`src/rtl/rtos_ctx_mem_bridge.sv`:
```
// Bridges RTOS context store/load requests and a core OBI port onto one OBI memory master.
// Owner tags follow each granted request in order so responses return to the right requester.
module rtos_ctx_mem_bridge #(
    parameter int MAX_OUTSTANDING = 2
) (
    input  logic        clk_i,
    input  logic        rst_i,
    input  logic        RDY_mem_wr,
    input  logic [63:0] mem_wr,
    output logic        EN_mem_wr,
    input  logic        RDY_mem_rd_addr,
    input  logic [31:0] mem_rd_addr,
    output logic        EN_mem_rd_addr,
    input  logic        RDY_mem_rd_data,
    output logic        EN_mem_rd_data,
    output logic [31:0] mem_rd_data_d,
    input  logic        core_req_i,
    output logic        core_gnt_o,
    output logic        core_rvalid_o,
    input  logic        core_we_i,
    input  logic [3:0]  core_be_i,
    input  logic [31:0] core_addr_i,
    input  logic [31:0] core_wdata_i,
    output logic [31:0] core_rdata_o,
    output logic        data_req_o,
    input  logic        data_gnt_i,
    input  logic        data_rvalid_i,
    output logic        data_we_o,
    output logic [3:0]  data_be_o,
    output logic [31:0] data_addr_o,
    output logic [31:0] data_wdata_o,
    input  logic [31:0] data_rdata_i,
    output logic        proto_err_o
);
    typedef enum logic [1:0] {OWN_CORE = 2'd0, OWN_UWR = 2'd1, OWN_URD = 2'd2} owner_e;
    typedef enum logic {ST_IDLE = 1'b0, ST_LOCKED = 1'b1} state_e;

    localparam int PTR_W = (MAX_OUTSTANDING > 1) ? $clog2(MAX_OUTSTANDING) : 1;
    localparam logic [2:0] MAX_CNT = 3'(MAX_OUTSTANDING);
    localparam logic [PTR_W-1:0] LAST_PTR = PTR_W'(MAX_OUTSTANDING - 1);

    state_e           state_q, state_d;
    owner_e           lock_owner_q, lock_owner_d;
    owner_e           tag_q [MAX_OUTSTANDING];
    owner_e           tag_d [MAX_OUTSTANDING];
    logic [PTR_W-1:0] rd_ptr_q, rd_ptr_d, wr_ptr_q, wr_ptr_d;
    logic [2:0]       cnt_q, cnt_d;
    logic             urd_pend_q, urd_pend_d;
    logic             buf_full_q, buf_full_d;
    logic [31:0]      buf_data_q, buf_data_d;
    logic             proto_err_q, proto_err_d;

    logic   arb_valid, req_act, grant, pop;
    owner_e arb_owner, sel_owner, head_tag;
    logic   unused_bits;

    assign unused_bits = ^{mem_wr[63:62], mem_rd_addr[31:30]};

    function automatic logic [PTR_W-1:0] ptr_inc(input logic [PTR_W-1:0] p);
        return (p == LAST_PTR) ? '0 : p + 1'b1;
    endfunction

    // Fixed priority; a load waits until the previous load has fully drained.
    always_comb begin
        arb_valid = 1'b0;
        arb_owner = OWN_CORE;
        if (RDY_mem_wr) begin
            arb_valid = 1'b1;
            arb_owner = OWN_UWR;
        end else if (RDY_mem_rd_addr && !buf_full_q && !urd_pend_q) begin
            arb_valid = 1'b1;
            arb_owner = OWN_URD;
        end else if (core_req_i) begin
            arb_valid = 1'b1;
            arb_owner = OWN_CORE;
        end
    end

    always_ff @(posedge clk_i) begin
        if (rst_i) begin
            state_q      <= ST_IDLE;
            lock_owner_q <= OWN_CORE;
        end else begin
            state_q      <= state_d;
            lock_owner_q <= lock_owner_d;
        end
    end

    // Once a request is on the bus the owner is frozen until the grant arrives.
    always_comb begin
        req_act      = !rst_i && ((state_q == ST_LOCKED) || (arb_valid && (cnt_q < MAX_CNT)));
        sel_owner    = (state_q == ST_LOCKED) ? lock_owner_q : arb_owner;
        grant        = req_act && data_gnt_i;
        state_d      = state_q;
        lock_owner_d = lock_owner_q;
        case (state_q)
            ST_IDLE: begin
                lock_owner_d = arb_owner;
                if (req_act && !data_gnt_i) state_d = ST_LOCKED;
            end
            ST_LOCKED: if (data_gnt_i) state_d = ST_IDLE;
            default:   state_d = ST_IDLE;
        endcase
    end

    always_comb begin
        data_req_o     = req_act;
        EN_mem_wr      = grant && (sel_owner == OWN_UWR);
        EN_mem_rd_addr = grant && (sel_owner == OWN_URD);
        core_gnt_o     = grant && (sel_owner == OWN_CORE);
        data_we_o      = core_we_i;
        data_be_o      = core_be_i;
        data_addr_o    = core_addr_i;
        data_wdata_o   = core_wdata_i;
        case (sel_owner)
            OWN_UWR: begin
                data_we_o    = 1'b1;
                data_be_o    = 4'hF;
                data_addr_o  = {mem_wr[61:32], 2'b00};
                data_wdata_o = mem_wr[31:0];
            end
            OWN_URD: begin
                data_we_o    = 1'b0;
                data_be_o    = 4'hF;
                data_addr_o  = {mem_rd_addr[29:0], 2'b00};
                data_wdata_o = 32'h0;
            end
            default: ;
        endcase
    end

    // A response with no tag in flight is a protocol violation and is dropped.
    always_comb begin
        head_tag       = tag_q[rd_ptr_q];
        pop            = !rst_i && data_rvalid_i && (cnt_q != 3'd0);
        core_rvalid_o  = pop && (head_tag == OWN_CORE);
        core_rdata_o   = data_rdata_i;
        EN_mem_rd_data = !rst_i && buf_full_q && RDY_mem_rd_data;
        mem_rd_data_d  = buf_data_q;
        proto_err_o    = proto_err_q;

        tag_d      = tag_q;
        wr_ptr_d   = wr_ptr_q;
        rd_ptr_d   = rd_ptr_q;
        cnt_d      = cnt_q + {2'b00, grant} - {2'b00, pop};
        urd_pend_d = urd_pend_q;
        buf_full_d = buf_full_q;
        buf_data_d = buf_data_q;
        proto_err_d = proto_err_q | (data_rvalid_i && (cnt_q == 3'd0));

        if (grant) begin
            tag_d[wr_ptr_q] = sel_owner;
            wr_ptr_d        = ptr_inc(wr_ptr_q);
            if (sel_owner == OWN_URD) urd_pend_d = 1'b1;
        end
        if (pop) begin
            rd_ptr_d = ptr_inc(rd_ptr_q);
            if (head_tag == OWN_URD) begin
                urd_pend_d = 1'b0;
                buf_full_d = 1'b1;
                buf_data_d = data_rdata_i;
            end
        end
        if (EN_mem_rd_data) buf_full_d = 1'b0;
    end

    always_ff @(posedge clk_i) begin
        if (rst_i) begin
            for (int i = 0; i < MAX_OUTSTANDING; i++) tag_q[i] <= OWN_CORE;
            wr_ptr_q    <= '0;
            rd_ptr_q    <= '0;
            cnt_q       <= 3'd0;
            urd_pend_q  <= 1'b0;
            buf_full_q  <= 1'b0;
            buf_data_q  <= 32'h0;
            proto_err_q <= 1'b0;
        end else begin
            tag_q       <= tag_d;
            wr_ptr_q    <= wr_ptr_d;
            rd_ptr_q    <= rd_ptr_d;
            cnt_q       <= cnt_d;
            urd_pend_q  <= urd_pend_d;
            buf_full_q  <= buf_full_d;
            buf_data_q  <= buf_data_d;
            proto_err_q <= proto_err_d;
        end
    end
endmodule

```
`config.mk`:
```
export PLATFORM = sky130hd
export DESIGN_NAME = rtos_ctx_mem_bridge
export DESIGN_NICKNAME = d
export VERILOG_FILES = /design/src/rtl/rtos_ctx_mem_bridge.sv
export SDC_FILE = /design/constraint.sdc
export NUM_CORES = 1
export LEC_CHECK = 0
export ABC_AREA = 0
export CORE_AREA = 2 2 135 137
export CTS_CLUSTER_DIAMETER = 50
export DETAILED_ROUTE_END_ITERATION = 8
export DIE_AREA = 0 0 137 139
export PLACE_DENSITY = 0.59
export SETUP_SLACK_MARGIN = 0.4
export SLEW_MARGIN = 15
export SYNTH_ARGS = -nofsm -noshare
export SYNTH_HDL_FRONTEND = slang
export SYNTH_SLANG_ARGS = --single-unit
export TNS_END_PERCENT = 5
```
`constraint.sdc`:
```
create_clock -name clk_i -period 8.27 [get_ports clk_i]
set_input_delay 1.654 -clock clk_i [delete_from_list [all_inputs] [get_ports clk_i]]
set_output_delay 1.654 -clock clk_i [all_outputs]
set_load 0.02 [all_outputs]
```
==> results_dict.tcl, run 1 <==
set metrics [dict create \
    run_status "finished, final reports clean" \
    synth_edf_count 0 \
    worstMarginPinSlew_ns 0.767 \
    maxCapViolations 0 \
    clk_pin_slew_ns 0.06 \
    synth_top_area_frac 0.308 \
    die_area_um2 19000 \
    rsz0062_at_grt "no" \
    report.final.slew_viol_count 0 \
    synthCells 376 \
    drive_gt1_frac 0.0256 \
    hold_viol 0 \
    hp-class "flop to flop" \
    synth_area_leaders "dfxtp_1 31%, mux2i_1 11%, a22o_1 8.9%" \
    root_buffer "clkbuf_16" \
    ir_worst_vdd_v 0.0000829 \
    grt_pass1_vias 3827 \
    final_core_util 0.371 \
    critPathMaxFanout 78 \
    placed_cells 887 \
    most-common-layout-cells "339 x clkdlybuf4s50_1, 47 x dfxtp_1, 41 x nor2_1" \
    slew_headroom 0.489 \
    required_ns 6.62 \
    start_util 0.173 \
    wl_per_cell_um 17.1 \
    io-pin-count 345 \
    ctsHoldBuffers 0 \
    async_flop_share 0 \
    power_mw 1.04 \
    viasPerCell 4.20 \
    cts_buffers 5 \
    hold_ws_ns 0.465 \
    tns_ns 0 \
    drt_first_pass_iters 4 \
    fin_crit_sh 0.791 \
    row_count 49 \
    arrival_ns 4.89 \
    synth_area_um2 3050 \
    ant_nets 0 \
    ys_ff_latch 47 \
    place_hpwl_um 12500 \
    synth_nets 588 \
    synth_top_cell_by_area "dfxtp_1" \
    first_iter_violations 102 \
    core-area_um2 17700 \
    fin_skew_ns 0.00557 \
    grt_max_degree 79 \
    die_h_um 139 \
    syn_area_per_cell_um2 8.12 \
    startpoint_type "input port" \
    yosysWarnings 0 \
    area_growth_syn_to_layout_pct 114 \
    drt_wl_total_um 15300 \
    die_x_um 137 \
    grtUsageTotal 0.155 \
    route.detailed.drc 0 \
    grt_pass1_wl_um 22400 \
    instances_no_fill 895 \
    postCtsResizedCells 0 \
    powerDensity_nw_per_um2 159 \
    port_buffers 340 \
    endpoint_kind "primary output" \
    tritoncts "built" \
    num_vias 3755 \
    antenna_found_initial 12 \
    cts_sinks 47 \
    finalSetupViolCount 0 \
    postCtsSetupBuffers 0 \
    worstSetupPathType "input port to primary output" \
    htreeDepth 2 \
    layout_min_cycle_time_ns 6.54 \
    place.gp.congestion 0.816 \
    synth_seq_area_share 0.308 \
    worstSkewPairLatency_ns 0.29 \
    final_nets 877 \
    grt_overflow 0 \
    synthFlopType "dfxtp_1" \
    cts.path.max_buffers 2 \
    layout_commonest_cell "clkdlybuf4s50_1" \
    max_freq_mhz 153 \
    p_leak_nw 2.36 \
    yosysUniqueCellTypes 31 \
]
[power breakdown]
part | switching [mW] | internal, mW
registers | 0.00980 | 0.241
logic | 0.296 | 0.306
clock network | 0.0810 | 0.109
total | 0.387 | 0.656
[sequential cells by signal, indices dropped and copies added (netlist names)]
signal	flops
mem_rd_data_d	32
cnt_q	3
rd_ptr_q	1
proto_err_o	1
buf_full_q	1
wr_ptr_q	1
state_q	1
tag_q	4
lock_owner_q	2
urd_pend_q	1
[per-stage QoR]
stage,instance area [um2],setup WS [ns]
final,6540,1.73
after global routing,6540,1.44
after CTS,6540,1.69
after detailed placement,6410,1.73
after global placement,6410,1.69
after floorplan,3050,3.13
[cell type report]
type / instances / area (um2)
inverter: 11 / 41.3
clock buffer: 6 / 129
sequential: 47 / 941
tap: 229 / 287
fill: 1843 / 11100
antenna: 2 / 5.00
multi-input combinational: 255 / 1710
timing repair buffer: 345 / 3440
[critical path, cell delays in order]
cell             delay [ns]
clkdlybuf4s50_1        0.45
nor3b_1                0.46
a22oi_1                0.29
inv_1                  0.16
ha_4                   0.63
buf_4                  0.36
nand2_1                0.07
o21ai_0                0.11
clkdlybuf4s50_1        0.67
[path summary, 6_finish.rpt]
kind	from	to	slack (ns)	cells after the start
worst max-delay path	RDY_mem_rd_addr	data_addr_o[5]	1.73	9
worst max register to register	buf_full_q$_SDFFE_PP0P_	cnt_q[2]$_SDFF_PP0_	5.65	9
worst min-delay path	buf_full_q$_SDFFE_PP0P_	buf_full_q$_SDFFE_PP0P_	0.46	1
worst min register to register	buf_full_q$_SDFFE_PP0P_	buf_full_q$_SDFFE_PP0P_	0.46	1
[logic make-up (layout without fill, tap and decap cells)]
family / Yosys count / after routing / share of synthesized area
AO/OA/AOI/OAI: 111 / 111 / 0.261
XOR/XNOR: 1 / 1 / 0.00287
adder cells (fa/ha/maj): 7 / 7 / 0.0312
buffers and inverters: 74 / 362 / 0.138
flip-flops: 47 / 47 / 0.308
multiplexers: 34 / 34 / 0.112
other: 0 / 2 / 0
AND/OR/NAND/NOR: 102 / 102 / 0.148
[synth_stat cells, types with 2 or more instances]
cell / number
and2_1: 5
a22o_1: 31
o21ai_0: 34
a21oi_1: 7
inv_1: 11
nand2b_1: 6
dfxtp_1: 47
nor2_1: 41
nor2b_1: 5
a22oi_1: 31
mux2i_1: 34
nand2_1: 35
ha_1: 6
buf_4: 32
nor3_1: 5
a311oi_1: 2
clkbuf_1: 28
buf_6: 3
[per-layer routing]
metal  up-vias  wire length (um)  GRT usage
li1       1871                 -          -
met1      1678              6280      0.183
met2       161              6920      0.246
met3        29              1840     0.0866
met4        16               185     0.0309
met5         -               104          0
(Power assumes the default switching activity.)
==> run 2: changes to the inputs <==
PLACE_DENSITY = 0.61   (was 0.59)
clock period = 6 ns   (was 8.27 ns; I/O delays follow)
==> run 2 against run 1 <==
  * Clock skew about the same
  * Flip-flop and latch count stayed put
  * Via count is 0.88% higher
  * Combinational power up 39%
  * Die area did not move
  * Count of clock-buffer cells in the layout fell by 1
  * Critical path type unchanged
  * Largest power group unchanged
==> results_dict.tcl, run 2 (synthesized netlist as in run 1, its figures left out) <==
set metrics [dict create \
    first_iter_violations 184 \
    finalSetupViolCount 0 \
    final_nets 880 \
    wl_per_cell_um 16.7 \
    p_leak_nw 2.42 \
    fin_skew_ns 0.00521 \
    largest_reg_flops 32 \
    endpoint_kind "primary output" \
    drt_first_pass_iters 4 \
    place_hpwl_um 12200 \
    hold_ws_ns 0.475 \
    antenna_found_initial 8 \
    worstMarginPinSlew_ns 0.793 \
    drt_wl_total_um 15100 \
    layout_commonest_cell "clkdlybuf4s50_1" \
    required_ns 4.80 \
    htreeDepth 2 \
    ant_nets 0 \
    row_count 49 \
    area_growth_syn_to_layout_pct 118 \
    power_mw 1.55 \
    worstSetupPathType "input port to primary output" \
    num_vias 3788 \
    postCtsSetupBuffers 0 \
    drive_gt1_frac 0.0389 \
    root_buffer "clkbuf_16" \
    grtUsageTotal 0.149 \
    hold_viol 0 \
    worstSkewPairLatency_ns 0.29 \
    maxCapViolations 0 \
    tns_ns 0 \
    grt_max_degree 50 \
    tritoncts "built" \
    postCtsResizedCells 0 \
    viasPerCell 4.20 \
    ir_worst_vdd_v 0.000168 \
    die_h_um 139 \
    grt_pass1_wl_um 21700 \
    max_freq_mhz 185 \
    start_util 0.173 \
    hp-class "flop to flop" \
    placed_cell_area_um2 6440 \
    grt_pass1_vias 3603 \
    place.gp.congestion 0.813 \
    arrival_ns 4.19 \
    port_buffers 340 \
    die_x_um 137 \
    startpoint_type "input port" \
    critPathMaxFanout 40 \
    rsz0062_at_grt "no" \
    layout_min_cycle_time_ns 5.39 \
    most-common-layout-cells "337 x clkdlybuf4s50_1, 47 x dfxtp_1, 41 x nor2_1" \
    powerDensity_nw_per_um2 233 \
    clk_pin_slew_ns 0.07 \
    io-pin-count 345 \
    fin_crit_sh 0.899 \
    die_area_um2 19000 \
    report.final.slew_viol_count 0 \
    slew_headroom 0.471 \
    cts_buffers 5 \
    grt_overflow 0 \
    run_status "finished, final reports clean" \
    cts_sinks 47 \
    route.detailed.drc 0 \
    ctsHoldBuffers 0 \
    core-area_um2 17700 \
    cts.path.max_buffers 2 \
    final_area_um2 6650 \
]
-- run 2: area by class of cell --
type | instances | area [um2]
Antenna cell | 4 | 10.0
Clock buffer | 5 | 125
Clock inverter | 3 | 67.6
Fill cell | 1814 | 11000
Inverter | 11 | 41.3
Multi-Input combinational cell | 255 | 1710
Sequential cell | 47 | 941
Tap cell | 229 | 287
Timing Repair Buffer | 348 | 3470
-- run 2: per-layer routing --
layer / wire, um / part of all wire / track usage / up-vias
li1: - / - / - / 1884
met1: 5980 / 0.40 / 0.172 / 1718
met2: 7150 / 0.47 / 0.247 / 158
met3: 1750 / 0.12 / 0.0793 / 20
met4: 148 / 0.0098 / 0.0250 / 8
met5: 55 / 0.0036 / 0 / -
-- run 2: through the flow --
step | setup WS [ns] | util | std cells
floorplan | 1.77 | - | 376
finish | 0.606 | 0.376 | 902
detailed placement | 0.550 | 0.365 | 890
global placement | 0.590 | 0.365 | 890
global route | 0.389 | 0.376 | 898
CTS | 0.551 | 0.376 | 898
-- run 2: where the power goes --
| group | switching, mW | leakage, nW | internal, mW | total (mW) |
|---|---|---|---|---|
| Combinational | 0.412 | 1.95 | 0.426 | 0.838 |
| Sequential | 0.0143 | 0.380 | 0.332 | 0.346 |
| Clock | 0.125 | 0.0901 | 0.239 | 0.364 |
-- run 2: critical path, cell delays in order --
cell and delay (ns):
clkdlybuf4s50_1 0.40, nor3b_2 0.18, a22oi_1 0.42, inv_1 0.14, ha_4 0.51, buf_4 0.43, a22o_1 0.23, clkdlybuf4s50_1 0.64
-- run 2: path summary, 6_finish.rpt --
kind	from	to	slack (ns)	depth (start not counted)
setup / recovery	RDY_mem_rd_addr	data_wdata_o[29]	0.61	8
hold reg to reg	buf_full_q$_SDFFE_PP0P_	buf_full_q$_SDFFE_PP0P_	0.48	1
setup reg to reg	cnt_q[1]$_SDFF_PP0_	cnt_q[2]$_SDFF_PP0_	3.57	11
hold / removal	buf_full_q$_SDFFE_PP0P_	buf_full_q$_SDFFE_PP0P_	0.48	1
